**config.mk**
```make
export PLATFORM = sky130hd
export DESIGN_NAME = serial_adder
export DESIGN_NICKNAME = d
export VERILOG_FILES = /design/src/rtl/serial_adder.sv
export SDC_FILE = /design/constraint.sdc
export NUM_CORES = 1
export LEC_CHECK = 0
export ABC_AREA = 0
export BUFFER_PORTS_ARGS = -buffer_cell sky130_fd_sc_hd__buf_4
export CAP_MARGIN = 20
export CORE_ASPECT_RATIO = 1.75
export CORE_MARGIN = 1
export CORE_UTILIZATION = 58
export CTS_CLUSTER_DIAMETER = 40
export DETAILED_ROUTE_END_ITERATION = 6
export GPL_ROUTABILITY_DRIVEN = 0
export PLACE_DENSITY = 0.8
export RECOVER_POWER = 50
export SYNTH_ARGS = -nofsm -noshare
export SYNTH_HDL_FRONTEND = slang
export SYNTH_SLANG_ARGS = --single-unit
export TNS_END_PERCENT = 30
```
**constraint.sdc**
```tcl
create_clock -name clk -period 2.9 [get_ports clk]
set_input_delay 0.29 -clock clk [delete_from_list [all_inputs] [get_ports clk]]
set_output_delay 0.29 -clock clk [all_outputs]
set_load 0.05 [all_outputs]
```
**src/rtl/serial_adder.sv**
```systemverilog
// Bit-serial add/subtract unit: one full-adder slice processes the operands LSB-first,
// one bit per clock, with a start/busy/done handshake and registered sum, carry and overflow.
module serial_adder #(
  parameter int WIDTH = 8
) (
  input  logic             clk,
  input  logic             rst_n,
  input  logic             start,
  input  logic             sub,
  input  logic [WIDTH-1:0] a,
  input  logic [WIDTH-1:0] b,
  input  logic             c_in,
  output logic             busy,
  output logic             done,
  output logic [WIDTH-1:0] sum,
  output logic             c_out,
  output logic             ovf
);

  localparam int CNT_W = (WIDTH > 1) ? $clog2(WIDTH) : 1;

  typedef enum logic {
    IDLE = 1'b0,
    RUN  = 1'b1
  } state_t;

  state_t           r_state;
  state_t           w_state_nxt;
  logic [WIDTH-1:0] r_opa;
  logic [WIDTH-1:0] r_opb;
  logic [WIDTH-1:0] r_res;
  logic [WIDTH-1:0] w_res_nxt;
  logic [WIDTH-1:0] r_sum;
  logic [CNT_W-1:0] r_cnt;
  logic             r_carry;
  logic             r_done;
  logic             r_cout;
  logic             r_ovf;
  logic             w_s;
  logic             w_co;
  logic             w_last;
  logic             w_accept;

  assign w_s      = r_opa[0] ^ r_opb[0] ^ r_carry;
  assign w_co     = (r_opa[0] & r_opb[0]) | (r_opa[0] & r_carry) | (r_opb[0] & r_carry);
  assign w_last   = (r_state == RUN) && (r_cnt == CNT_W'(WIDTH - 1));
  assign w_accept = (r_state == IDLE) && start;

  // New sum bit enters at the MSB; after WIDTH shifts the result is LSB-aligned.
  assign w_res_nxt = (WIDTH'(w_s) << (WIDTH - 1)) | (r_res >> 1);

  assign busy  = (r_state == RUN);
  assign done  = r_done;
  assign sum   = r_sum;
  assign c_out = r_cout;
  assign ovf   = r_ovf;

  always_ff @(posedge clk) begin
    if (!rst_n) begin
      r_state <= IDLE;
    end else begin
      r_state <= w_state_nxt;
    end
  end

  always_comb begin
    w_state_nxt = r_state;
    case (r_state)
      IDLE:    if (start)  w_state_nxt = RUN;
      RUN:     if (w_last) w_state_nxt = IDLE;
      default: w_state_nxt = IDLE;
    endcase
  end

  always_ff @(posedge clk) begin
    if (!rst_n) begin
      r_opa   <= '0;
      r_opb   <= '0;
      r_res   <= '0;
      r_carry <= 1'b0;
      r_cnt   <= '0;
      r_done  <= 1'b0;
      r_sum   <= '0;
      r_cout  <= 1'b0;
      r_ovf   <= 1'b0;
    end else begin
      r_done <= 1'b0;
      if (w_accept) begin
        // Subtraction is a + ~b + 1: invert B and force the initial carry.
        r_opa   <= a;
        r_opb   <= sub ? ~b : b;
        r_carry <= sub ? 1'b1 : c_in;
        r_cnt   <= '0;
      end else if (r_state == RUN) begin
        r_opa   <= r_opa >> 1;
        r_opb   <= r_opb >> 1;
        r_res   <= w_res_nxt;
        r_carry <= w_co;
        r_cnt   <= r_cnt + 1'b1;
        if (w_last) begin
          // r_carry here is the carry into the MSB slice.
          r_sum  <= w_res_nxt;
          r_cout <= w_co;
          r_ovf  <= r_carry ^ w_co;
          r_done <= 1'b1;
        end
      end
    end
  end

endmodule

```
==> impl_metrics.json, run 1 <==
{
  "synth_edf_count": 0,
  "critPathTopFamily": "flip-flops",
  "clock_latency_ps": 290,
  "drt_iter0_drc": 35,
  "power_density_nw_per_um2": 536,
  "path_cells": "buf_4",
  "async_flop_share_pct": 0,
  "rsz0062_at_grt": "no",
  "wl_per_cell_um": 14.0,
  "layout_setup_ws_ps": 1190,
  "netlist_area_um2": 1750,
  "overflow": 0,
  "mappedNetlistNets": 201,
  "crit_buf_inv": 1,
  "critPathCaptureType": "output port",
  "slew_violations": 0,
  "fin_skew_ps": 3.58,
  "grt_max_degree": 47,
  "critical_path_class": "flip-flop to output port",
  "port-buffer-count": 32,
  "numClockSinks": 39,
  "ios": 33,
  "ys_ff_latch": 39,
  "cts.repair.resized": 0,
  "final-setup-viol-count": 0,
  "n_antenna_cell": 0,
  "slowest_delay_ps": 800,
  "routed_wl_mm": 3.23,
  "grt_antenna_before_repair": 0,
  "clockBufferDepth": 2,
  "critPathArrivalTime_ps": 1420,
  "period_needed_ps": 1710,
  "numCtsBuffers": 5,
  "die-height_um": 74.8,
  "cts_tree": "built",
  "vias_per_cell": 5.87,
  "netlist.area_leader.share_pct": 44.5,
  "htreeDepth": 2,
  "die-area_um2": 3260,
  "dp_hpwl_mm": 2.22,
  "fin_cells": 231,
  "start_util_pct": 60.6,
  "p_leak_nw": 0.768,
  "tns_ps": 0,
  "crit_fanout": 46,
  "startpoint_type": "flip-flop",
  "placementRows": 26,
  "critPathRequiredTime_ps": 2610,
  "synthCells": 177,
  "die_w_um": 43.6,
  "synth_top_cell_by_area": "dfxtp_1",
  "slowest_stage": "dfxtp_2",
  "finalHoldViolCount": 0,
  "ant_nets": 0,
  "drive_gt1_share_pct": 19.2,
  "finalCritPeriodShare_pct": 59.1,
  "relSlewSlack_pct": 51.3,
  "synth_area_leaders": "dfxtp_1, mux2i_1, a21bo_2",
  "outcome": "finished, violations left",
  "ys_warn_count": 0,
  "syn_avg_cell_area_um2": 9.91,
  "syn2layout_area_growth_pct": 12.9,
  "vias": 1356,
  "ys_seq_area_share_pct": 44.5,
  "synth_cell_types": 26,
  "dp_slack_ps": 1310,
  "hp-class": "input port to flip-flop",
  "postCtsSetupRepairBufs": 0,
  "drt_first_pass_iters": 6,
  "worst_pin_slew_ps": 730,
  "grt_pass1_vias": 1280,
  "clk_transition_reported_paths_ps": 70,
  "ir_drop_mv": 0.342,
  "grt_pass1_wl_mm": 5.31,
  "drv_cap": 0,
  "max_freq_mhz": 584,
  "ctsHoldBuffers": 0,
  "synth_ff_type": "dfxtp_1",
  "grt_usage_pct": 22.1,
  "drc": 2,
  "dpl.cell_count": 223,
  "failed_checks": "DRC",
  "core_um2": 2900,
  "finalNetCount": 226,
  "cts-root-buf": "clkbuf_8"
}
[cells in the final DEF (no fill, tap or decap), drive strengths merged]
cell | netlist | layout
nand2b | 12 | 12
nand3b | 1 | 1
and3 | 1 | 1
o221ai | 7 | 7
dfxtp | 39 | 39
nor2b | 7 | 7
nand3 | 17 | 17
o31ai | 1 | 1
inv | 2 | 2
nor2 | 10 | 10
a21bo | 9 | 9
a211oi | 8 | 8
clkinv | 0 | 1
buf | 15 | 22
nor3b | 1 | 1
ha | 2 | 2
xnor2 | 9 | 9
clkbuf | 0 | 18
mux2i | 15 | 15
or3b | 3 | 3
a21oi | 14 | 14
fa | 1 | 1
nand2 | 2 | 2
a311oi | 1 | 1
[synth_stat cells, types with 2 or more instances]
cell type  count
nor2b_1        7
o221ai_1       7
a211oi_1       8
xnor2_1        9
buf_4          2
ha_1           2
mux2i_1       15
nand2b_1      12
a21bo_2        9
nand2_1        2
buf_2          9
nand3_1       17
or3b_1         3
nor2_1        10
dfxtp_1       39
buf_6          3
a21oi_1       14
[area by class of cell]
class	instances	area, µm²
fillers	240	915
multi-input cells	121	868
flip-flops and latches	39	782
repair buffers	33	206
clock buffers	7	76.3
well taps	28	35.0
inverters	2	7.51
clock inverters	1	5.00
[routing by layer]
metal	global-route usage [%]	vias to the layer above	part of all wire, %
met5	0	-	0
met4	10.1	0	1.6
met3	6.47	7	4.2
met2	41.6	29	53
met1	21.5	646	41
li1	-	674	-
[state kept, by name (all words and copies together), names as in the netlist]
name and flops:
r_carry 1, c_out 1, sum 8, r_opa 8
r_res 7, r_cnt 3, r_opb 8, ovf 1
busy 1, done 1
[final timing paths]
path                                             from                    end  slack [ps]  cells after the start
worst min-delay path                             a[7]  r_opa[7]$_SDFFE_PN0P_         240                      3
worst min register to register  r_opb[5]$_SDFFE_PN0P_  r_opb[4]$_SDFFE_PN0P_         490                      2
worst max register to register  r_cnt[0]$_SDFFE_PP0P_       ovf$_SDFFE_PN0P_        1290                      4
worst max-delay path                  busy$_SDFF_PN0_                   busy        1190                      1
[cells by family (layout without fill, tap and decap cells)]
| group | after synthesis | count (layout) | share of synthesized area (%) |
|---|---|---|---|
| compound gates | 40 | 40 | 17.0 |
| xor+xnor | 9 | 9 | 4.49 |
| fa+ha+maj | 3 | 3 | 2.57 |
| buf+inv | 17 | 43 | 5.99 |
| flops | 39 | 39 | 44.5 |
| mux | 15 | 15 | 8.56 |
| simple gates | 54 | 54 | 16.9 |
[per-stage QoR]
step / util, % / power (mW) / instance area, µm² / hold WS (ps)
finish: 68.4 / 1.06 / 1980 / 244
global route: 68.4 / 1.11 / 1980 / 269
CTS: 69.8 / 1.07 / 2020 / 244
detailed placement: 67.0 / 0.725 / 1940 / 478
global placement: 67.0 / 0.718 / 1940 / 473
floorplan: - / 0.692 / 1750 / 437
[power breakdown]
part	leakage (nW)	switching [mW]	total (mW)	internal (mW)
sequential	0.318	0.0277	0.589	0.561
combinational	0.408	0.0581	0.123	0.0651
clock	0.0422	0.181	0.350	0.169
total	0.768	0.267	1.06	0.795
Note: power is estimated with default switching activity, not from simulation.
==> inputs of run 2 (changes only) <==
--- a/config.mk
+++ b/config.mk
@@ -10,11 +10,11 @@
 export CAP_MARGIN = 20
 export CORE_ASPECT_RATIO = 1.75
 export CORE_MARGIN = 1
-export CORE_UTILIZATION = 58
+export CORE_UTILIZATION = 49
 export CTS_CLUSTER_DIAMETER = 40
 export DETAILED_ROUTE_END_ITERATION = 6
 export GPL_ROUTABILITY_DRIVEN = 0
-export PLACE_DENSITY = 0.8
+export PLACE_DENSITY = 0.72
 export RECOVER_POWER = 50
 export SYNTH_ARGS = -nofsm -noshare
 export SYNTH_HDL_FRONTEND = slang
==> constraint.sdc (replaced) <==
create_clock -name clk -period 1.55 [get_ports clk]
set_input_delay 0.155 -clock clk [delete_from_list [all_inputs] [get_ports clk]]
set_output_delay 0.155 -clock clk [all_outputs]
set_load 0.05 [all_outputs]
==> impl_metrics.json, run 2 (synthesized netlist as in run 1, its figures left out) <==
{
  "outcome": "complete, no violations",
  "drt_first_pass_iters": 4,
  "routed_wl_mm": 3.32,
  "reg2reg_from": "r_cnt[0]$_SDFFE_PP0P_",
  "syn2layout_area_growth_pct": 15.8,
  "clk_transition_reported_paths_ps": 80,
  "grt_antenna_before_repair": 0,
  "clockBufferDepth": 2,
  "drt_iter0_drc": 28,
  "vias_per_cell": 5.30,
  "p_leak_nw": 0.781,
  "overflow": 0,
  "layout_commonest_cell": "dfxtp_1",
  "placementRows": 28,
  "critical_path_class": "flip-flop to output port",
  "cts_tree": "built",
  "die_w_um": 47.2,
  "relSlewSlack_pct": 60.3,
  "die-area_um2": 3830,
  "critPathRequiredTime_ps": 1390,
  "finalNetCount": 228,
  "max_freq_mhz": 696,
  "finalHoldViolCount": 0,
  "critPathCaptureType": "output port",
  "worst_pin_slew_ps": 598,
  "min_to": "r_opa[7]$_SDFFE_PN0P_",
  "slowest_stage": "dfxtp_2",
  "period_needed_ps": 1440,
  "post-route-util_pct": 59.8,
  "tns_ps": 0,
  "final-setup-viol-count": 0,
  "holdPathStages": 3,
  "ir_drop_mv": 0.756,
  "numClockSinks": 39,
  "n_antenna_cell": 0,
  "path_cells": "buf_12 -> buf_4",
  "finalCritPeriodShare_pct": 92.7,
  "grt_usage_pct": 20.5,
  "final_cell_mix": "dfxtp_1, buf_4, nand3_1",
  "drv_cap": 0,
  "critPathTopFamily": "flip-flops",
  "wl_per_cell_um": 13.3,
  "dp_hpwl_mm": 2.41,
  "crit_fanout": 25,
  "grt_pass1_vias": 1308,
  "rsz0062_at_grt": "no",
  "drive_gt1_share_pct": 21.0,
  "ios": 33,
  "die-height_um": 81.2,
  "r2r_slack_ps": 160,
  "ant_nets": 0,
  "min-delay-start": "a[7]",
  "grt_pass1_wl_mm": 5.70,
  "power_density_nw_per_um2": 984,
  "fin_skew_ps": 7.24,
  "numCtsBuffers": 5,
  "startpoint_type": "flip-flop",
  "crit_buf_inv": 2,
  "cts-root-buf": "clkbuf_8",
  "clock_latency_ps": 290,
  "rr_worst_depth": 4,
  "slowest_delay_ps": 550,
  "core_um2": 3400,
  "vias": 1324,
  "port-buffer-count": 32,
  "drc": 0,
  "critPathArrivalTime_ps": 1280,
  "grt_max_degree": 29,
  "r2r_end": "ovf$_SDFFE_PN0P_",
  "hp-class": "input port to flip-flop",
  "slew_violations": 0,
  "start_util_pct": 51.6,
  "htreeDepth": 2
}
-- run 2: changes by cell type in the layout (fill, tap and decap cells not counted) --
cell / before / now
clkinv_2: 1 / 3
clkbuf_1: 13 / 12
ha_1: 2 / 1
buf_12: 0 / 1
ha_2: 0 / 1
-- run 2: layout make-up --
class / count / area [µm²]
Clock inverter: 3 / 15.0
Sequential cell: 39 / 782
Clock buffer: 5 / 68.8
Fill cell: 338 / 1370
Tap cell: 45 / 56.3
Multi-Input combinational cell: 121 / 871
Inverter: 2 / 7.51
Timing Repair Buffer: 35 / 230
-- run 2: metal layers --
metal / GRT usage, % / routed length, µm / up-vias
met1: 23.1 / 1430 / 611
met2: 33.4 / 1710 / 29
li1: - / - / 676
met5: 0 / 0 / -
met4: 11.1 / 76 / 0
met3: 5.33 / 102 / 8
-- run 2: how the worst max path moves through the flow --
stage	start	to	depth (start not counted)
final	busy$_SDFF_PN0_	busy	2
after global routing	r_cnt[0]$_SDFFE_PP0P_	ovf$_SDFFE_PN0P_	4
after CTS	busy$_SDFF_PN0_	busy	2
after detailed placement	r_cnt[0]$_SDFFE_PP0P_	ovf$_SDFFE_PN0P_	4
after global placement	r_cnt[0]$_SDFFE_PP0P_	ovf$_SDFFE_PN0P_	4
after floorplan	busy$_SDFF_PN0_	c_out$_SDFFE_PN0P_	5
-- run 2: per-stage QoR --
stage / instances / power, mW / hold slack (ps) / worst slack [ps] / area (µm²)
finish: 250 / 2.00 / 112 / 113 / 2030
detailed placement: 242 / 1.37 / 419 / -74.5 / 1990
global route: 250 / 2.10 / 131 / 30.6 / 2030
global placement: 242 / 1.36 / 395 / 18.7 / 1990
floorplan: 177 / 1.29 / 302 / 170 / 1750
CTS: 250 / 2.02 / 117 / 108 / 2080
-- run 2: worst min-delay path, stage by stage --
cell and delay (ps):
buf_4 70, mux2i_1 50, nor2_1 80
-- run 2: what timing repair did --
item	4_1_cts	5_1_grt
gates resized for setup	1	0
endpoints found under the setup margin	7	0
buffers inserted	0	0
hold buffers	0	0
-- run 2: power breakdown --
group | switching [mW] | internal, mW | leakage [nW]
Combinational | 0.129 | 0.130 | 0.414
Sequential | 0.0386 | 1.05 | 0.318
Clock | 0.342 | 0.308 | 0.0477
Total | 0.510 | 1.49 | 0.781
==> inputs of run 3 (changes only) <==
==> constraint.sdc (replaced) <==
create_clock -name clk -period 1.3 [get_ports clk]
set_input_delay 0.13 -clock clk [delete_from_list [all_inputs] [get_ports clk]]
set_output_delay 0.13 -clock clk [all_outputs]
set_load 0.05 [all_outputs]
==> impl_metrics.json, run 3 (synthesized netlist as in run 1, its figures left out) <==
{
  "outcome": "complete, no violations",
  "grt_pass1_wl_mm": 5.92,
  "finalNetCount": 236,
  "critPathRequiredTime_ps": 1520,
  "crit_start": "r_cnt[0]$_SDFFE_PP0P_",
  "p_sw_share_pct": 22.2,
  "fin_cells": 258,
  "start_util_pct": 51.6,
  "numCtsBuffers": 5,
  "endpoint": "sum[4]$_SDFFE_PN0P_",
  "reg2reg_from": "r_cnt[0]$_SDFFE_PP0P_",
  "startpoint_type": "flip-flop",
  "finalHoldViolCount": 0,
  "intPower_mw": 2.19,
  "finalCritPeriodShare_pct": 96.4,
  "r2r_slack_ps": 50,
  "min-delay-start": "a[7]",
  "hp-class": "input port to flip-flop",
  "relSlewSlack_pct": 67.9,
  "drc": 0,
  "wl_per_cell_um": 13.8,
  "overflow": 0,
  "dpl.cell_count": 246,
  "clockBufferDepth": 2,
  "combPwrFrac_pct": 12.2,
  "placementRows": 28,
  "final_cell_mix": "dfxtp_1, buf_4, nand3_1",
  "ios": 33,
  "grt_pass1_vias": 1335,
  "drv_cap": 0,
  "layout_commonest_cell": "dfxtp_1",
  "grt_usage_pct": 21.7,
  "n_antenna_cell": 0,
  "drive_gt1_share_pct": 31.0,
  "die-height_um": 81.2,
  "whs_ps": 79.9,
  "clock_latency_ps": 290,
  "clkPwrFrac_pct": 42.0,
  "die-area_um2": 3830,
  "syn2layout_area_growth_pct": 25.0,
  "seqPwrFrac_pct": 45.8,
  "vias_per_cell": 5.33,
  "period_needed_ps": 1250,
  "drt_iter0_drc": 20,
  "cts_tree": "built",
  "grt_max_degree": 29,
  "power_mw": 2.82,
  "rr_worst_depth": 5,
  "switchingPower_mw": 0.628,
  "n_fill_cell": 298,
  "die_w_um": 47.2,
  "power_density_nw_per_um2": 1290,
  "ant_nets": 0,
  "slew_violations": 0,
  "p_leak_nw": 0.878,
  "final-setup-viol-count": 0,
  "clk_transition_reported_paths_ps": 70,
  "critPathArrivalTime_ps": 1470,
  "core_um2": 3400,
  "ir_drop_mv": 1.16,
  "routed_wl_mm": 3.56,
  "cts-root-buf": "clkbuf_8",
  "critical_path_class": "flip-flop to flip-flop",
  "worst_pin_slew_ps": 480,
  "fin_skew_ps": 4.92,
  "grt_antenna_before_repair": 0,
  "crit_fanout": 18,
  "port-buffer-count": 32,
  "numClockSinks": 39,
  "r2r_end": "sum[4]$_SDFFE_PN0P_",
  "drt_first_pass_iters": 4,
  "dp_hpwl_mm": 2.56,
  "max_freq_mhz": 798,
  "ctsHoldBuffers": 0,
  "htreeDepth": 2,
  "critPathCaptureType": "flip-flop",
  "vias": 1375
}
-- run 3: repair_timing --
action / CTS / global route
setup buffers: 0 / 4
pin swaps: 0 / 1
gates resized for setup: 4 / 5
endpoints found under the setup margin: 8 / 11
-- run 3: power groups by stage --
stage,combinational (mW),clock [mW],sequential (mW)
floorplan,0.230,0,1.31
finish,0.344,1.18,1.29
global placement,0.310,0,1.32
detailed placement,0.324,0,1.32
CTS,0.329,1.21,1.30
global route,0.381,1.26,1.30
-- run 3: stage by stage --
step / util [%] / setup TNS [ps] / worst slack, ps / instance area, µm²
after floorplan: - / 0 / 69.3 / 1760
after global placement: 59.8 / 0 / 42.5 / 2030
after detailed placement: 59.8 / -50.1 / -13.8 / 2030
after CTS: 64.0 / 0 / 8.78 / 2180
after global routing: 64.5 / -24.2 / -12.5 / 2190
final: 64.5 / 0 / 46.8 / 2190
-- run 3: worst max-delay path, stage by stage (launching register included) --
cell and delay (ps):
dfxtp_1 330, ha_2 210, ha_4 170, buf_12 140
a21bo_2 200, a21oi_1 140
-- run 3: final cells by class --
class,instances,area [µm²],share of cell area [%]
tap,45,56.3,2.57
multi-input combinational,121,893,40.7
sequential,39,786,35.8
clock inverter,2,60.1,2.74
inverter,2,7.51,0.342
timing repair buffer,43,318,14.5
clock buffer,6,72.6,3.31
-- run 3: per-layer routing --
| layer | vias up | global-route usage, % | part of all wire, % |
|---|---|---|---|
| li1 | 692 | - | - |
| met5 | - | 0 | 0 |
| met2 | 29 | 37.9 | 56 |
| met1 | 648 | 22.7 | 39 |
| met4 | 0 | 9.71 | 2.0 |
| met3 | 6 | 6.22 | 2.8 |
-- run 3: worst min path at each step --
stage / slack (ps) / depth (start not counted) / end
2_1_floorplan: 280 / 2 / r_opa[7]$_SDFFE_PN0P_
3_3_place_gp: 370 / 3 / r_opa[7]$_SDFFE_PN0P_
3_5_place_dp: 380 / 3 / r_opa[7]$_SDFFE_PN0P_
4_1_cts: 80 / 3 / r_opa[7]$_SDFFE_PN0P_
5_1_grt: 90 / 3 / r_opa[7]$_SDFFE_PN0P_
6_report: 80 / 3 / r_opa[7]$_SDFFE_PN0P_
